$ cat src/rtl/pass_sequencer_pkg.sv
// Shared constants and state encoding for the pass sequencer and its step counter.
package pass_sequencer_pkg;

  localparam int F_STEPS   = 6;
  localparam int B_STEPS   = 6;
  localparam int STEP_W    = 3;
  localparam int LOSS_W    = 8;
  localparam int ZERO_HITS = 2;
  localparam int EPOCH_W   = 8;
  localparam int MAX_EPOCH = 255;

  localparam int ZH_W = $clog2(ZERO_HITS + 1);

  localparam logic [STEP_W-1:0]  F_LAST    = STEP_W'(F_STEPS - 1);
  localparam logic [STEP_W-1:0]  B_LAST    = STEP_W'(B_STEPS - 1);
  localparam logic [ZH_W-1:0]    ZH_MAX    = ZH_W'(ZERO_HITS);
  localparam logic [EPOCH_W-1:0] EPOCH_MAX = EPOCH_W'(MAX_EPOCH);

  typedef enum logic [2:0] {
    ST_IDLE,
    ST_FWD,
    ST_BWD,
    ST_WAIT,
    ST_HALT
  } seq_state_t;

endpackage

$ cat src/rtl/pass_sequencer_if.sv
// Pass levels and loss from the training state machine, strobes and status back to it.
interface pass_sequencer_if;
  import pass_sequencer_pkg::*;

  logic               f0_pass_i;
  logic               f1_pass_i;
  logic               b_pass_i;
  logic [LOSS_W-1:0]  loss_i;
  logic               loss_valid_i;
  logic [STEP_W-1:0]  step_o;
  logic               mac_en_o;
  logic               wupd_en_o;
  logic               f_end_o;
  logic               b_end_o;
  logic               zero_end_check_o;
  logic [EPOCH_W-1:0] epoch_o;

  modport master (
    output f0_pass_i, f1_pass_i, b_pass_i, loss_i, loss_valid_i,
    input  step_o, mac_en_o, wupd_en_o, f_end_o, b_end_o, zero_end_check_o, epoch_o
  );

  modport slave (
    input  f0_pass_i, f1_pass_i, b_pass_i, loss_i, loss_valid_i,
    output step_o, mac_en_o, wupd_en_o, f_end_o, b_end_o, zero_end_check_o, epoch_o
  );

endinterface

$ cat src/rtl/pass_sequencer_step_counter.sv
// Load-zero step counter with a terminal-count flag; the terminal value is chosen per pass.
module pass_sequencer_step_counter
  import pass_sequencer_pkg::*;
(
  input  logic              clk_i,
  input  logic              rst_i,
  input  logic              en_i,
  input  logic              clr_i,
  input  logic              inc_i,
  input  logic [STEP_W-1:0] last_i,
  output logic [STEP_W-1:0] cnt_o,
  output logic              tc_o
);

  // Clear has priority so the index wraps to 0 on the terminal step.
  always_ff @(posedge clk_i) begin
    if (rst_i) begin
      cnt_o <= '0;
    end else if (en_i) begin
      if (clr_i) begin
        cnt_o <= '0;
      end else if (inc_i) begin
        cnt_o <= cnt_o + 1'b1;
      end
    end
  end

  assign tc_o = (cnt_o == last_i);

endmodule

$ cat src/rtl/pass_sequencer.sv
// Pass sequencer: turns training pass levels into per-step strobes, end pulses,
// epoch count and a sticky halt request.
//
// state | meaning
// IDLE  | waiting for a pass level; forward beats backward
// FWD   | forward MAC strobes, one step per enabled cycle
// BWD   | weight-update strobes, one step per enabled cycle
// WAIT  | pass finished; hold until the level of that pass drops
// HALT  | training done; zero_end_check_o held until reset
module pass_sequencer
  import pass_sequencer_pkg::*;
(
  input  logic            clk_i,
  input  logic            rst_i,
  input  logic            en_i,
  pass_sequencer_if.slave bus
);

  seq_state_t         state;
  logic               last_fwd;
  logic               mac_en;
  logic               wupd_en;
  logic               f_end;
  logic               b_end;
  logic               zero_end_check;
  logic [EPOCH_W-1:0] epoch;
  logic [ZH_W-1:0]    zero_hits;
  logic [STEP_W-1:0]  step;
  logic [STEP_W-1:0]  step_last;
  logic               step_tc;
  logic               step_clr;
  logic               in_pass;
  logic               fwd_lvl;
  logic               halt_req;
  logic               loss_window;

  assign fwd_lvl     = bus.f0_pass_i | bus.f1_pass_i;
  assign in_pass     = (state == ST_FWD) | (state == ST_BWD);
  assign step_last   = (state == ST_BWD) ? B_LAST : F_LAST;
  assign step_clr    = (state == ST_IDLE) | (in_pass & step_tc);
  assign halt_req    = (zero_hits == ZH_MAX) | (epoch == EPOCH_MAX);
  // Loss belongs to the forward pass only: while it runs or while its level is still held.
  assign loss_window = (state == ST_FWD) | ((state == ST_WAIT) & last_fwd);

  pass_sequencer_step_counter u_step_counter (
    .clk_i  (clk_i),
    .rst_i  (rst_i),
    .en_i   (en_i),
    .clr_i  (step_clr),
    .inc_i  (in_pass),
    .last_i (step_last),
    .cnt_o  (step),
    .tc_o   (step_tc)
  );

  // Pass sequencing, registered strobes/pulses and epoch count.
  always_ff @(posedge clk_i) begin
    if (rst_i) begin
      state          <= ST_IDLE;
      last_fwd       <= 1'b0;
      mac_en         <= 1'b0;
      wupd_en        <= 1'b0;
      f_end          <= 1'b0;
      b_end          <= 1'b0;
      zero_end_check <= 1'b0;
      epoch          <= '0;
    end else if (en_i) begin
      f_end <= 1'b0;
      b_end <= 1'b0;
      case (state)
        ST_IDLE: begin
          if (bus.f1_pass_i && halt_req) begin
            state          <= ST_HALT;
            zero_end_check <= 1'b1;
          end else if (fwd_lvl) begin
            state    <= ST_FWD;
            mac_en   <= 1'b1;
            last_fwd <= 1'b1;
          end else if (bus.b_pass_i) begin
            state    <= ST_BWD;
            wupd_en  <= 1'b1;
            last_fwd <= 1'b0;
          end
        end
        ST_FWD: begin
          if (step_tc) begin
            state  <= ST_WAIT;
            mac_en <= 1'b0;
            f_end  <= 1'b1;
          end
        end
        ST_BWD: begin
          if (step_tc) begin
            state   <= ST_WAIT;
            wupd_en <= 1'b0;
            b_end   <= 1'b1;
            if (epoch != EPOCH_MAX) begin
              epoch <= epoch + 1'b1;
            end
          end
        end
        ST_WAIT: begin
          if (last_fwd ? !fwd_lvl : !bus.b_pass_i) begin
            state <= ST_IDLE;
          end
        end
        ST_HALT: begin
          zero_end_check <= 1'b1;
        end
        default: begin
          state <= ST_IDLE;
        end
      endcase
    end
  end

  // Consecutive zero-loss forward passes, saturating at the halt threshold.
  always_ff @(posedge clk_i) begin
    if (rst_i) begin
      zero_hits <= '0;
    end else if (en_i && loss_window && bus.loss_valid_i) begin
      if (bus.loss_i != '0) begin
        zero_hits <= '0;
      end else if (zero_hits != ZH_MAX) begin
        zero_hits <= zero_hits + 1'b1;
      end
    end
  end

  assign bus.step_o           = step;
  assign bus.mac_en_o         = mac_en;
  assign bus.wupd_en_o        = wupd_en;
  assign bus.f_end_o          = f_end;
  assign bus.b_end_o          = b_end;
  assign bus.zero_end_check_o = zero_end_check;
  assign bus.epoch_o          = epoch;

endmodule

$ cat src/flat_wrapper.sv
// flat-port wrapper written by rule: the top's interface ports become plain ports
module pass_sequencer_flat import pass_sequencer_pkg::*;
  (clk_i, rst_i, en_i, bus_f0_pass_i, bus_f1_pass_i, bus_b_pass_i, bus_loss_i, bus_loss_valid_i, bus_step_o, bus_mac_en_o, bus_wupd_en_o, bus_f_end_o, bus_b_end_o, bus_zero_end_check_o, bus_epoch_o);
  pass_sequencer_if bus_i ();
  input  logic clk_i;
  input  logic rst_i;
  input  logic en_i;
  input wire logic [$bits(bus_i.f0_pass_i)-1:0] bus_f0_pass_i;
  input wire logic [$bits(bus_i.f1_pass_i)-1:0] bus_f1_pass_i;
  input wire logic [$bits(bus_i.b_pass_i)-1:0] bus_b_pass_i;
  input wire logic [$bits(bus_i.loss_i)-1:0] bus_loss_i;
  input wire logic [$bits(bus_i.loss_valid_i)-1:0] bus_loss_valid_i;
  output wire logic [$bits(bus_i.step_o)-1:0] bus_step_o;
  output wire logic [$bits(bus_i.mac_en_o)-1:0] bus_mac_en_o;
  output wire logic [$bits(bus_i.wupd_en_o)-1:0] bus_wupd_en_o;
  output wire logic [$bits(bus_i.f_end_o)-1:0] bus_f_end_o;
  output wire logic [$bits(bus_i.b_end_o)-1:0] bus_b_end_o;
  output wire logic [$bits(bus_i.zero_end_check_o)-1:0] bus_zero_end_check_o;
  output wire logic [$bits(bus_i.epoch_o)-1:0] bus_epoch_o;
  assign bus_i.f0_pass_i = bus_f0_pass_i;
  assign bus_i.f1_pass_i = bus_f1_pass_i;
  assign bus_i.b_pass_i = bus_b_pass_i;
  assign bus_i.loss_i = bus_loss_i;
  assign bus_i.loss_valid_i = bus_loss_valid_i;
  assign bus_step_o = bus_i.step_o;
  assign bus_mac_en_o = bus_i.mac_en_o;
  assign bus_wupd_en_o = bus_i.wupd_en_o;
  assign bus_f_end_o = bus_i.f_end_o;
  assign bus_b_end_o = bus_i.b_end_o;
  assign bus_zero_end_check_o = bus_i.zero_end_check_o;
  assign bus_epoch_o = bus_i.epoch_o;
  pass_sequencer u_core (.clk_i(clk_i), .rst_i(rst_i), .en_i(en_i), .bus(bus_i));
endmodule
$ cat config.mk
export PLATFORM = sky130hd
export DESIGN_NAME = pass_sequencer_flat
export DESIGN_NICKNAME = d
export VERILOG_FILES = /design/src/rtl/pass_sequencer_pkg.sv /design/src/rtl/pass_sequencer_if.sv /design/src/rtl/pass_sequencer_step_counter.sv /design/src/rtl/pass_sequencer.sv /design/src/flat_wrapper.sv
export SDC_FILE = /design/constraint.sdc
export NUM_CORES = 1
export LEC_CHECK = 0
export CAP_MARGIN = 20
export CORE_ASPECT_RATIO = 0.75
export CORE_MARGIN = 4
export CORE_UTILIZATION = 25
export CTS_BUF_LIST = sky130_fd_sc_hd__clkbuf_4
export DETAILED_ROUTE_END_ITERATION = 6
export DONT_BUFFER_PORTS = 1
export PLACE_DENSITY = 0.4
export SLEW_MARGIN = 25
export SYNTH_ARGS = -nofsm -noshare
export SYNTH_HDL_FRONTEND = slang
export SYNTH_HIERARCHICAL = 1
export SYNTH_SLANG_ARGS = --single-unit
$ cat constraint.sdc
create_clock -name clk_i -period 5.9 [get_ports clk_i]
set_input_delay 0.59 -clock clk_i [delete_from_list [all_inputs] [get_ports clk_i]]
set_output_delay 0.59 -clock clk_i [all_outputs]
set_load 0.01 [all_outputs]
; After elaboration in Yosys (flattened, before gate mapping)
; Index checks and enable logic that the tools add are counted.
[totals]
ff_bits = 22
in_bits = 15
output_inout_bits = 16
word_cells = 89
[op_classes]
addsub = 3
n_eq_ne = 19
mux = 26
n_bitwise = 9
reduce_logical = 22
[op_table]
columns = op, n
row1 = 3-bit two-way mux, 7
row2 = 1-bit two-way mux, 13
row3 = 2-bit inequality test (second input constant), 6
row4 = 3-bit one-hot mux with 4 select lines, 1
row5 = 2-bit nonzero test, 6
row6 = 5-bit AND reduction, 2
row7 = 8-bit by 1-bit adder with 8-bit output (second input constant), 1
row8 = 8-bit equality test (second input constant), 1
row9 = 2-bit by 1-bit inequality test with 1-bit output (second input constant), 4
row10 = 8-bit inequality test (second input constant), 1
row11 = 4-bit AND reduction, 2
row12 = 8-bit nonzero test, 1
row13 = 3-bit by 2-bit equality test with 1-bit output (second input constant), 2
row14 = 3-bit equality test (second input constant), 2
row15 = 1-bit one-hot mux with 2 select lines, 3
row16 = 6-bit AND reduction, 1
row17 = 1-bit bitwise OR, 5
row18 = 2-bit two-way mux, 2
row19 = 4-bit by 3-bit inequality test with 1-bit output (second input constant), 1
row20 = 2-bit AND reduction, 2
row21 = 3-bit by 1-bit adder with 3-bit output (second input constant), 1
row22 = 3-bit by 1-bit equality test with 1-bit output (second input constant), 1
row23 = 1-bit logical AND, 3
row24 = 3-bit logical NOT, 1
row25 = other kinds (7), 10

; Depth between registers and ports, before layout
; Gate-level depths: netlist of the first run.
[logic_depth]
ltp_word = 6
ltp_mapped = 7
depth_no_buf = 7

; Hierarchy
; Netlist of the first run, hierarchy kept.
[by_module_without_submodules]
columns = module, n_inst, cells_each, area_each_um2
row1 = pass_sequencer, 1, 142, 1136.1
row2 = pass_sequencer_step_counter, 1, 21, 175.2

; Worst setup path before layout of the first run
; No wires, ideal clock.
[synth_timing]
path_type = reg-to-reg
start = register u_core.u_step_counter.cnt_o[1]
end = register u_core.epoch[4], in the netlist u_core/bus.epoch_o[4]
arrival_time_ns = 1.858
required_time_ns = 5.779
slack_ns = 3.921
path_stages_with_launch = 7
path_buffers = 1
period_less_slack_ns = 1.979
cell_sequence = dfxtp_1 xor2_1 nor3_1 nand3_1 clkbuf_1 nor4_1 mux2_2
[synth_between]
elab_chain_cells = 2
[synth_lines]
columns = element, line_no
row1 = start: declaration, pass_sequencer_step_counter.sv:11  ; output logic [STEP_W-1:0] cnt_o,
row2 = start signal: assignment, pass_sequencer_step_counter.sv:23  ; cnt_o <= cnt_o + 1'b1;
row3 = 3-bit equality test, pass_sequencer_step_counter.sv:28  ; assign tc_o = (cnt_o == last_i);
row4 = named net u_core.step_tc, pass_sequencer.sv:30  ; logic step_tc;
row5 = 4-bit AND reduction (no line), -
row6 = end signal: assignment, pass_sequencer.sv:98  ; epoch <= epoch + 1'b1;
row7 = end: declaration, pass_sequencer.sv:26  ; logic [EPOCH_W-1:0] epoch;
; The timed path passes the listed nets, and every way through them passes these cells.
; A chain may end at the register's enable or synchronous reset.

; Worst setup path after layout of the first run
[layout_timing]
start = register u_core.u_step_counter.cnt_o[0]
end = register u_core.epoch[4], in the netlist u_core/bus.epoch_o[4]
; The elaborated chain is that of the path after synthesis.

==> results by group, run 1 <==
Finish
  – Design Area, Final: 1390 um^2
  – # nets final: 181
  – Area Growth Syn to Fin: 6.20%
  – Ant diodes: 0
  – Layout cell share with drive strength beyond 1: 0.0679
  – Post-Layout Cell Count: 234

Logic synthesis
  – FF+latch count, synth: 22
  – Yosys synthesis warning count: 6
  – Primary FF master, synth: dfxtp_1
  – Cells after synthesis: roughly 160
  – Post-synthesis sequential area ratio: 0.336
  – Adder-cell share of the synthesized area: 0.0286
  – Syn Std Cell Area: roughly 1300 um^2
  – Largest family of logic cells by synthesized area: simple AND/OR/NAND/NOR gates
  – Mux cell area share after synthesis: 0.0162
  – Compound-cell area share of the yosys netlist: 0.214
  – Asr flop ratio synth: 0
  – Simple-gate share of the synthesized area: 0.318
  – Syn avg cell area: 8.04 um^2
  – EDFF count, synth: 0
  – Post-synth cell types: 47
  – Synth Area in XOR/XNOR: 0.0267

STA
  – Unrepaired setup endpoints after global routing: no
  – Clock Skews: about 11 ps
  – Worst-Margin Slew: 805 ps
  – Max Freq: between 0.4 and 0.5 GHz
  – Rel. slew slack: 0.450
  – Final period utilization: 0.422
  – Final hold slack: 327 ps
  – Slew Limit Fails: 0
  – Final hold violations: 0
  – Min cycle time layout: 2490 ps
  – Setup_tns: 0 ps
  – # setup viols final: 0

Setup path
  – CP peak stage delay: 530 ps
  – CP Class: reg2reg
  – CP Buf/Inv Count: 0
  – Worst path arrival time: about 2700 ps
  – Worst-path maximum fanout: 13
  – Family with the most delay on the worst path: simple AND/OR/NAND/NOR gates
  – Startpoint types: flip-flop
  – Worst Setup End Kind: flip-flop
  – Cells along the critical path: xor2_1 -> nor3_1 -> nand3_1 -> nor4_1 -> mux2_2
  – Slowest cell on crit path: nor3_1
  – Critical path required time: about 6100 ps

Routing
  – Starting DRC count in detailed routing: ~130
  – DR WL met2: roughly 1400 um
  – Post-route DRC violation count: 0
  – Top layer in use: met4
  – Post-DRT Antenna Nets: 0
  – Wire length per cell: roughly 15 um
  – DR WL met3: between 200 and 300 um
  – Routed wire length: approximately 3500 um
  – Vias: roughly 1,200
  – Pre-antenna DRT Iters: 4
  – Via-to-Cell Ratio: ~5.1
  – DRT met1 WL: ~1700 um

Die
  – Die ar.: between 6000 and 7000 um^2
  – Core area: around 5000 um^2
  – Chip Width: about 92 um
  – Die height: 70.7 um
  – Starting Density: 0.263
  – Ports: 31
  – Rows: 22

Placed design
  – I/O Buffers: 0
  – Gpl congestion: approximately 0.84
  – HPWL Detailed: about 2600 um
  – Placed inst area: roughly 1400 um^2
  – Placed Cells: 230

Global route
  – Largest net degree at the start of global routing: 26
  – Number of global-route vias before repair: 1,130
  – Overall Global Routing Usage: 0.111
  – Total gr overflow: 0
  – Global-route wire length before repair: 5900 um
  – Initial antenna violation count: 0

CTS
  – Number of setup buffers added after CTS: 0
  – CTS root buf: clkbuf_4
  – Post-cts sizing count: 0
  – Max Buffers Root-to-Sink: 2
  – CTS Buf Count: 3
  – CTS H-tree lvls: 1
  – Worst skew pair latency: 310 ps
  – Clock sink count: 22
  – CTS tree: done
  – Post-CTS Hold Fix Bufs: 0
  – Worst-path clk slew: 130 ps

Job
  – Max-Cap Viols: 0

Power
  – Leak Pwr: 0.000449 uW
  – Peak supply drop: between 80 and 90 uV
  – Pwr dens: approximately 240 nW/um^2
  – Power after layout: roughly 340 uW

Outcome
  – Status: completed

Worst hold path
  – Type of the worst min-delay path: in2reg
[worst register-to-register path, stage by stage, from the launching register on]
cell     delay [ps]
dfxtp_1         490
xor2_1          100
nor3_1          530
nand3_1         500
nor4_1          400
mux2_2          370
[flip-flops by register name, summed over array words and instances, names as in the netlist, 2 cells and up]
name / cells
u_core/bus.epoch_o: 8
u_core/state: 3
u_core/u_step_counter/cnt_o: 3
u_core/zero_hits: 2
[Yosys cell counts, types with 3 or more instances]
cell / instances / share of area
dfxtp_1: 22 / 0.34
a211oi_1: 3 / 0.017
nor3_1: 6 / 0.023
nand3_1: 4 / 0.015
nand4b_1: 3 / 0.020
o41ai_1: 4 / 0.027
ha_1: 3 / 0.029
nand2_1: 11 / 0.031
or4_1: 7 / 0.040
nand2b_1: 4 / 0.019
xor2_1: 3 / 0.020
o21ai_0: 8 / 0.031
a21oi_1: 21 / 0.080
nor4_1: 3 / 0.014
nor2_1: 12 / 0.034
inv_1: 9 / 0.026
[routing by layer]
layer	vias up	global-route usage
li1	610	-
met3	2	0.0414
met2	47	0.156
met5	-	0
met1	543	0.160
met4	0	0.0268
[placed cells by master, fill, tap and decap left out, types with 3 or more instances in the layout]
master    instances
nand2_1          11
inv_1             9
o21ai_0           8
nor2_1           12
ha_1              3
nand2b_1          4
xor2_1            3
a211oi_1          3
a21oi_1          21
conb_1            3
nor3_1            6
or4_1             7
o41ai_1           4
dfxtp_1          22
clkbuf_4          3
nor4_1            3
nand4b_1          3
nand3_1           4
[worst paths after layout]
kind / startpoint / end / slack, ps / cells past startpoint
max: u_core/u_step_counter/cnt_o[0] / u_core/bus.epoch_o[4] / 3410 / 5
min: rst_i / u_core/u_step_counter/cnt_o[0] / 330 / 1
max reg2reg: u_core/u_step_counter/cnt_o[0] / u_core/bus.epoch_o[4] / 3410 / 5
min reg2reg: u_core/zero_hits[0] / u_core/zero_hits[0] / 480 / 2
[cell families after synthesis]
group / Yosys count
fa+ha+maj: 3
other cells: 2
compound gates: 46
mux: 2
buf+inv: 15
xor+xnor: 4
simple gates: 69
flops: 22
[stage by stage]
stage                     setup slack (ps)  utilization
after global placement                3580        0.274
after detailed placement              3430        0.274
after CTS                             3400        0.280
after floorplan                       3920            -
after global routing                  3140        0.280
final                                 3410        0.280
[area by class of cell]
class,instances,area [um^2]
Fill cell,525,3590
Multi-Input combinational cell,127,802
Sequential cell,22,440
Tap cell,72,90.1
Inverter,9,33.8
Clock buffer,3,22.5
Clock inverter,1,3.75
[power by group]
group	internal [uW]	switching, uW
clock	24.7	46.1
combinational	38.2	50.1
sequential	158	23.1
No activity file was read; power rests on OpenSTA's default activity.
==> run 2, diff against run 1 <==
- clock period: 5.9 -> 2.31 ns (I/O delays scaled with it)
==> results by group, run 2 (synthesis results as in run 1) <==
Setup path
  – Startpoint types: flip-flop
  – Worst-path maximum fanout: 5
  – Critical path required time: roughly 2500 ps
  – CP Class: reg2reg
  – Worst path arrival time: approximately 2200 ps
  – Worst Setup End Kind: flip-flop

CTS
  – CTS tree: done
  – CTS Buf Count: 3
  – CTS root buf: clkbuf_4
  – Worst skew pair latency: 330 ps
  – Clock sink count: 22
  – Number of setup buffers added after CTS: 0
  – Max Buffers Root-to-Sink: 2
  – CTS H-tree lvls: 1
  – Worst-path clk slew: roughly 140 ps

Worst hold path
  – Type of the worst min-delay path: in2reg

Finish
  – Commonest non-fill, non-tap cell in the layout: dfxtp_1
  – Layout cell share with drive strength beyond 1: 0.0904
  – Max FFs per register: 8
  – Commonest cells after routing, fill and taps aside: dfxtp_1 (22), a21oi_1 (21), nor2_1 (12), nand2_1 (11), inv_1 (9)
  – Fillers: ~540
  – Area Growth Syn to Fin: 10.7%
  – Ant diodes: 0
  – Post-Layout Cell Count: 238
  – # nets final: 185

Outcome
  – Status: completed

Power
  – Leak Pwr: slightly below 0.0005 uW
  – Net Sw Frac: 0.323
  – Pwr dens: a little under 700 nW/um^2
  – Pint: 680 uW
  – Net Sw Power: approximately 320 uW
  – Gate power share: 0.236
  – Clk pwr share: 0.304
  – Peak supply drop: ~200 uV
  – Seq pwr share: 0.460

STA
  – Worst-Margin Slew: between 800 and 900 ps
  – # setup viols final: 0
  – Min cycle time layout: roughly 2000 ps
  – Final period utilization: 0.881
  – Max Freq: 0.492 GHz
  – Unrepaired setup endpoints after global routing: no
  – Setup_tns: 0 ps
  – Final hold violations: 0
  – Slew Limit Fails: 0
  – Rel. slew slack: 0.455
  – Clock Skews: between 15 and 20 ps

Placed design
  – Placed Cells: between 200 and 250
  – HPWL Detailed: approximately 2700 um
  – Gpl congestion: ~0.76
  – I/O Buffers: 0

Die
  – Starting Density: 0.263
  – Die height: 70.7 um
  – Rows: 22
  – Die ar.: 6480 um^2
  – Ports: 31
  – Chip Width: a little over 90 um
  – Core area: 4980 um^2

Routing
  – Via-to-Cell Ratio: between 5 and 6
  – Pre-antenna DRT Iters: 4
  – Starting DRC count in detailed routing: 191
  – Post-DRT Antenna Nets: 0
  – Routed wire length: between 3000 and 4000 um
  – Post-route DRC violation count: 0
  – Wire length per cell: 15.6 um
  – Vias: 1,233

Global route
  – Number of global-route vias before repair: around 1,100
  – Largest net degree at the start of global routing: 21
  – Total gr overflow: 0
  – Global-route wire length before repair: approximately 6000 um
  – Initial antenna violation count: 0
  – Overall Global Routing Usage: 0.112

Job
  – Max-Cap Viols: 0
[run 2: cell count changes in the layout (fill, tap and decap cells not counted)]
cell           before  now
buf_4               0    3
bufinv_16           0    1
clkinv_1            1    0
dlygate4sd3_1       0    1
[run 2: critical path, stage by stage (launching register included)]
cell	delay [ps]
dfxtp_1	460
xor2_1	160
nor3_1	70
buf_4	150
o311ai_0	710
or3_1	240
a221oi_1	90
[run 2: layer usage]
metal	wire [um]	vias up	GRT usage
met1	1860	571	0.158
met4	20	0	0.0251
met5	0	-	0
li1	-	617	-
met3	283	2	0.0383
met2	1540	43	0.165
[run 2: cell type report]
type	count	area, um^2	share of cell area
clock inverter	1	30.0	0.0207
timing repair buffer	4	32.5	0.0224
sequential	22	440	0.303
tap	72	90.1	0.0621
multi-input combinational	127	802	0.553
inverter	9	33.8	0.0233
clock buffer	3	22.5	0.0155
[run 2: stage by stage]
| stage | hold slack (ps) | util | area, um^2 | power, uW | setup slack [ps] |
|---|---|---|---|---|---|
| 6_report | 74.5 | 0.291 | 1450 | 1000 | 276 |
| 3_3_place_gp | 303 | 0.279 | 1390 | 696 | 297 |
| 3_5_place_dp | 305 | 0.279 | 1390 | 693 | 277 |
| 2_1_floorplan | 300 | - | 1320 | 654 | 331 |
| 4_1_cts | 57.5 | 0.291 | 1450 | 1010 | 246 |
| 5_1_grt | 69.6 | 0.291 | 1450 | 1060 | 92.0 |
[run 2: final timing paths]
check | to | startpoint | depth (start not counted) | slack, ps
worst min register to register | u_core/zero_hits[1] | u_core/zero_hits[1] | 2 | 500
worst max-delay path | u_core/state[1] | u_core/u_step_counter/cnt_o[1] | 6 | 280
worst min-delay path | u_core/state[0] | rst_i | 2 | 70
worst max register to register | u_core/state[1] | u_core/u_step_counter/cnt_o[1] | 6 | 280
[run 2: what timing repair did]
action	4_1_cts	5_1_grt
hold buffers	1	0
resized for setup	0	0
hold endpoints to repair	20	0
[run 2: power by group through the flow]
stage          Sequential [uW]  Combinational [uW]  Clock [uW]
6_report                   462                 237         305
5_1_grt                    468                 262         331
4_1_cts                    461                 232         321
3_5_place_dp               470                 223           0
3_3_place_gp               470                 225           0
2_1_floorplan              437                 217           0
